===== src/rtl/inst_fetch_if.sv =====
// Fetch-side bus between the PC stage (master) and the instruction fetch responder (slave).
// Carries the request address and op, and returns the instruction, its valid pulse and the stall request.
interface inst_fetch_if;
    logic [31:0] addr_i;
    logic [3:0]  ramOp_i;
    logic [31:0] inst_o;
    logic        instValid_o;
    logic        stallReq_o;

    modport master (
        output addr_i,
        output ramOp_i,
        input  inst_o,
        input  instValid_o,
        input  stallReq_o
    );

    modport slave (
        input  addr_i,
        input  ramOp_i,
        output inst_o,
        output instValid_o,
        output stallReq_o
    );
endinterface


===== src/rtl/inst_fetch_responder.sv =====
// IF-stage fetch responder: multi-cycle word read from async SRAM, WAIT_CYCLES+1 cycles to instValid_o.
// Stalls the PC from request until DONE; optional FETCH_ALIGN_CHECK_EN flags misaligned fetches.
module inst_fetch_responder #(
    parameter int ADDR_WIDTH  = 20,
    parameter int WAIT_CYCLES = 2
) (
    input  logic                  clk,
    input  logic                  rst,
    inst_fetch_if.slave           fetch,
    output logic [ADDR_WIDTH-1:0] sramAddr_o,
    input  logic [31:0]           sramData_i,
    output logic                  sramCe_n,
    output logic                  sramOe_n,
    output logic                  sramWe_n,
    output logic [3:0]            sramBe_n
`ifdef FETCH_ALIGN_CHECK_EN
    ,
    output logic                  excAdel_o
`endif
);

    typedef enum logic [1:0] {
        S_IDLE,
        S_ACCESS,
        S_DONE
    } state_e;

    localparam logic [3:0] CNT_LOAD = 4'(WAIT_CYCLES - 1);

    state_e                  state_q, state_d;
    logic [3:0]              cnt_q, cnt_d;
    logic [31:0]             inst_q;
    logic                    inst_vld_q;
    logic [ADDR_WIDTH-1:0]   sram_addr_q;
    logic                    ce_n_q;
    logic                    oe_n_q;
    logic [3:0]              be_n_q;
    logic                    exc_q;
    logic                    req;
    logic                    misaligned;
    logic                    unused_addr_bits;

    assign req = (fetch.ramOp_i == 4'b1000);

`ifdef FETCH_ALIGN_CHECK_EN
    assign misaligned = (fetch.addr_i[1:0] != 2'b00);
    assign excAdel_o  = exc_q;
`else
    assign misaligned = 1'b0;
`endif
    assign unused_addr_bits = ^{fetch.addr_i[31:ADDR_WIDTH+2], fetch.addr_i[1:0], exc_q};

    always_comb begin
        state_d = state_q;
        cnt_d   = cnt_q;
        unique case (state_q)
            S_IDLE: begin
                if (req) begin
                    cnt_d   = CNT_LOAD;
                    state_d = misaligned ? S_DONE : S_ACCESS;
                end
            end
            S_ACCESS: begin
                if (cnt_q == 4'd0) begin
                    state_d = S_DONE;
                end else begin
                    cnt_d = cnt_q - 4'd1;
                end
            end
            S_DONE:  state_d = S_IDLE;
            default: state_d = S_IDLE;
        endcase
    end

    // Outputs are registered alongside the state so they line up with it cycle for cycle.
    always_ff @(posedge clk) begin
        if (rst) begin
            state_q     <= S_IDLE;
            cnt_q       <= 4'd0;
            inst_q      <= 32'd0;
            inst_vld_q  <= 1'b0;
            sram_addr_q <= '0;
            ce_n_q      <= 1'b1;
            oe_n_q      <= 1'b1;
            be_n_q      <= 4'b1111;
            exc_q       <= 1'b0;
        end else begin
            state_q    <= state_d;
            cnt_q      <= cnt_d;
            inst_vld_q <= 1'b0;
            exc_q      <= 1'b0;
            unique case (state_q)
                S_IDLE: begin
                    if (req) begin
                        if (misaligned) begin
                            inst_q     <= 32'd0;
                            inst_vld_q <= 1'b1;
                            exc_q      <= 1'b1;
                        end else begin
                            sram_addr_q <= fetch.addr_i[ADDR_WIDTH+1:2];
                            ce_n_q      <= 1'b0;
                            oe_n_q      <= 1'b0;
                            be_n_q      <= 4'b0000;
                        end
                    end
                end
                S_ACCESS: begin
                    if (cnt_q == 4'd0) begin
                        inst_q     <= sramData_i;
                        inst_vld_q <= 1'b1;
                        ce_n_q     <= 1'b1;
                        oe_n_q     <= 1'b1;
                        be_n_q     <= 4'b1111;
                    end
                end
                default: ;
            endcase
        end
    end

    // Combinational so the PC holds in the very cycle the request is presented.
    assign fetch.stallReq_o  = !rst && ((state_q == S_IDLE && req) || state_q == S_ACCESS);
    assign fetch.inst_o      = inst_q;
    assign fetch.instValid_o = inst_vld_q;
    assign sramAddr_o        = sram_addr_q;
    assign sramCe_n          = ce_n_q;
    assign sramOe_n          = oe_n_q;
    assign sramWe_n          = 1'b1;
    assign sramBe_n          = be_n_q;

endmodule


===== src/flat_wrapper.sv =====
// flat-port wrapper written by rule: the top's interface ports become plain ports
module inst_fetch_responder_flat 
#(
    parameter int ADDR_WIDTH  = 20,
    parameter int WAIT_CYCLES = 2
)
  (clk, rst, sramAddr_o, sramData_i, sramCe_n, sramOe_n, sramWe_n, sramBe_n, fetch_addr_i, fetch_ramOp_i, fetch_inst_o, fetch_instValid_o, fetch_stallReq_o);
  inst_fetch_if fetch_i ();
  input  logic clk;
  input  logic rst;
  output logic [ADDR_WIDTH-1:0] sramAddr_o;
  input  logic [31:0] sramData_i;
  output logic sramCe_n;
  output logic sramOe_n;
  output logic sramWe_n;
  output logic [3:0] sramBe_n;
  input wire logic [$bits(fetch_i.addr_i)-1:0] fetch_addr_i;
  input wire logic [$bits(fetch_i.ramOp_i)-1:0] fetch_ramOp_i;
  output wire logic [$bits(fetch_i.inst_o)-1:0] fetch_inst_o;
  output wire logic [$bits(fetch_i.instValid_o)-1:0] fetch_instValid_o;
  output wire logic [$bits(fetch_i.stallReq_o)-1:0] fetch_stallReq_o;
  assign fetch_i.addr_i = fetch_addr_i;
  assign fetch_i.ramOp_i = fetch_ramOp_i;
  assign fetch_inst_o = fetch_i.inst_o;
  assign fetch_instValid_o = fetch_i.instValid_o;
  assign fetch_stallReq_o = fetch_i.stallReq_o;
  inst_fetch_responder #(.ADDR_WIDTH(ADDR_WIDTH), .WAIT_CYCLES(WAIT_CYCLES)) u_core (.clk(clk), .rst(rst), .fetch(fetch_i), .sramAddr_o(sramAddr_o), .sramData_i(sramData_i), .sramCe_n(sramCe_n), .sramOe_n(sramOe_n), .sramWe_n(sramWe_n), .sramBe_n(sramBe_n));
endmodule

===== config.mk =====
export PLATFORM = sky130hd
export DESIGN_NAME = inst_fetch_responder_flat
export DESIGN_NICKNAME = d
export VERILOG_FILES = /design/src/rtl/inst_fetch_if.sv /design/src/rtl/inst_fetch_responder.sv /design/src/flat_wrapper.sv
export SDC_FILE = /design/constraint.sdc
export NUM_CORES = 1
export LEC_CHECK = 0
export BUFFER_PORTS_ARGS = -buffer_cell sky130_fd_sc_hd__buf_2
export CORE_AREA = 3 3 75 77
export DETAILED_ROUTE_END_ITERATION = 16
export DIE_AREA = 0 0 78 80
export PLACE_DENSITY = 0.92
export SLEW_MARGIN = 15
export SYNTH_ARGS = -nofsm -noshare
export SYNTH_HDL_FRONTEND = slang
export SYNTH_SLANG_ARGS = --single-unit

===== constraint.sdc =====
create_clock -name clk -period 4.8 [get_ports clk]
set_clock_uncertainty 0.1 [all_clocks]
set_input_delay 0.48 -clock clk [delete_from_list [all_inputs] [get_ports clk]]
set_output_delay 0.48 -clock clk [all_outputs]
set_load 0.01 [all_outputs]

==> results.py <==
metrics = {
    "worst_setup_path": {
        "setup.worst_path.end_class": "output port",
        "crit_buf_inv": 2,
        "cp-start-kind": "flip-flop",
        "arrival_ns": 1.95,
        "worstPathRequired_ns": 4.22,
        "r2r_setup_slack_ns": 2.77,
        "crit_type": "flip-flop to output port",
        "cpPeakStageDelay_ns": 0.54,
        "cp_max_fo": 23,
        "critPathLaunch": "u_core.state_q[1]",
        "crit_slowest_cell": "nand2b_1",
        "crit_chain": "nand2b_1, buf_4, a21oi_1, buf_2",
        "crit_family": "buffers and inverters",
        "timing.rr.start": "u_core.cnt_q[0]",
    },
    "yosys": {
        "ys_async_sr_fraction": 0,
        "synth-seq-cells": 60,
        "yosysMostFrequentCell": "dfxtp_1",
        "syn-cell-area_um2": 2420,
        "syn_nets": 356,
        "yosysSeqAreaShare": 0.497,
        "synth-main-ff-cell": "dfxtp_1",
        "synth_simple_gate_area_share": 0.158,
        "ys_warn_count": 0,
        "synth_compound_area_frac": 0.248,
        "synthAdderAreaFrac": 0.00517,
        "yosys-top-cells-area": "dfxtp_1, a21oi_1, nand3_1",
        "synth_edf_count": 0,
        "synth_top_cell_by_area": "dfxtp_1",
        "synth_common_cells": "dfxtp_1, a21oi_1, nand3_1",
        "synth_xor_area_frac": 0,
        "netlist_instances": 285,
        "synth_top_family_by_area": "compound AO/OA/AOI/OAI gates",
        "syn_area_per_cell_um2": 8.49,
        "synth.mux.area_fraction": 0,
        "synth_cell_type_count": 34,
        "netlist.area_leader.share": 0.497,
    },
    "timing": {
        "worst_slack_ns": 2.27,
        "tightest_slew_ns": 1.11,
        "hold_ws_ns": 0.293,
        "rsz0062_at_grt": "no",
        "period_minus_slack_ns": 2.53,
        "period_share": 0.526,
        "final.setup.tns_ns": 0,
        "report.final.setup_viol": 0,
        "final_max_slew_viol_count": 0,
        "hold_viol": 0,
        "fmax_mhz": 396,
        "slew_headroom": 0.262,
    },
    "finish": {
        "design_area_um2": 3130,
        "layout.nets": 453,
        "stdcell_count": 457,
        "antennaDiodeCount": 0,
        "seqCellArea_um2": 1200,
        "drive_above_1_share": 0.367,
        "multi_input_area_um2": 1010,
        "nFillCells": 455,
        "fin_util": 0.616,
        "areaGrowthSynthToFinish_pct": 29.3,
    },
    "detailed_routing": {
        "viasPerCell": 5.42,
        "route.detailed.drc": 0,
        "antenna_left": 0,
        "wl_mm": 6.60,
        "vias": 2479,
        "drt_iter0_markers": 158,
        "avgRoutedWirePerCell_um": 14.4,
        "firstDrtPassIters": 4,
    },
    "power": {
        "total_power_mw": 1.04,
        "swShare": 0.238,
        "p_sw_mw": 0.248,
        "vdd_drop_max_v": 0.000192,
        "leakage_nw": 1.32,
        "p_int_mw": 0.794,
        "pwr-share-seq": 0.490,
        "clock_power_share": 0.427,
        "p_comb_frac": 0.083,
        "p_per_area_nw_per_um2": 333,
    },
    "run": {
        "cap_violations": 0,
    },
    "floorplan": {
        "die_w_um": 78,
        "num_rows": 26,
        "boundaryPins": 131,
        "start_util": 0.477,
        "die_h_um": 80,
        "die_area_um2": 6240,
        "fp.coreArea_um2": 5070,
    },
    "place": {
        "port-buffer-count": 117,
        "pre_cts_slack_ns": 2.60,
        "dp_hpwl_mm": 4.27,
        "place_inst": 441,
        "postPlaceCellArea_um2": 2930,
        "gp_congestion": 0.755,
    },
    "outcome": {
        "status": "finished, final reports clean",
    },
    "clock_tree": {
        "cts_buffer_depth": 2,
        "cts_root_buf": "clkbuf_8",
        "ctsResizeCount": 0,
        "h-tree-depth": 3,
        "clock_sinks": 60,
        "clock_latency_ns": 0.33,
        "cts_inserted_buffers": 9,
        "clkTransAtPathRegs_ns": 0.07,
        "postCtsSetupBuffers": 0,
        "holdBufCountCts": 0,
        "cts_tree": "built",
    },
    "hold_path": {
        "hold_start": "fetch_addr_i[21]",
        "min_path_type": "input pin to flip-flop",
    },
    "global_routing": {
        "grt_max_degree": 62,
        "grt_pass1_wl_mm": 10.6,
        "antenna_found_initial": 0,
        "grt_pass1_vias": 2376,
        "track_usage": 0.215,
        "grt-ovfl-total": 0,
    },
}
## cell families after synthesis
logic type | Yosys count
buf+inv | 38
other cells | 1
compound gates | 115
simple gates | 70
fa+ha+maj | 1
flops | 60
## cells in the final DEF (no fill, tap or decap), types with 2 or more instances in the layout
cell	instances
nand3_1	52
nand2_1	2
a21oi_1	55
clkbuf_1	2
o21ai_1	47
inv_1	2
clkinv_2	2
nand2b_1	2
a31oi_1	2
buf_4	5
clkbuf_8	10
dfxtp_1	60
buf_2	117
or3_1	2
nor3_1	2
o21ai_0	6
## routing by layer
layer	up-vias	routed length (um)	track usage
li1	1216	-	-
met2	92	3310	0.372
met1	1154	2640	0.235
met5	-	0	0
met4	0	182	0.126
met3	17	465	0.0587
## layout make-up
type                    count  area share
clock buffers              12      0.0464
clock inverters             4      0.0156
inverters                   2     0.00240
multi-input cells         187       0.324
flip-flops and latches     60       0.384
well taps                  70      0.0280
repair buffers            122       0.199
## path summary, 6_finish.rpt
kind,depth (start not counted),end
worst max-delay path,4,fetch_stallReq_o
worst min-delay path,3,u_core.sramAddr_o[19]
worst max register to register,5,u_core.fetch.inst_o[9]
worst min register to register,2,u_core.fetch.inst_o[7]
## registers in the layout, summed over array words and instances (netlist names)
name / count
u_core.cnt_q: 4
u_core.fetch.instValid_o: 1
u_core.sramBe_n: 1
u_core.sramAddr_o: 20
u_core.state_q: 2
u_core.fetch.inst_o: 32
## power groups by stage
stage | clock network, mW | registers (mW) | logic [mW]
CTS | 0.456 | 0.510 | 0.0860
global placement | 0 | 0.521 | 0.0835
global route | 0.476 | 0.511 | 0.0950
detailed placement | 0 | 0.521 | 0.0857
floorplan | 0 | 0.525 | 0.0473
finish | 0.445 | 0.510 | 0.0864
## worst min-delay path, stage by stage
cell     delay [ns]
buf_2          0.10
nand3_1        0.05
a21oi_1        0.05
No activity file was read; power rests on OpenSTA's default activity.
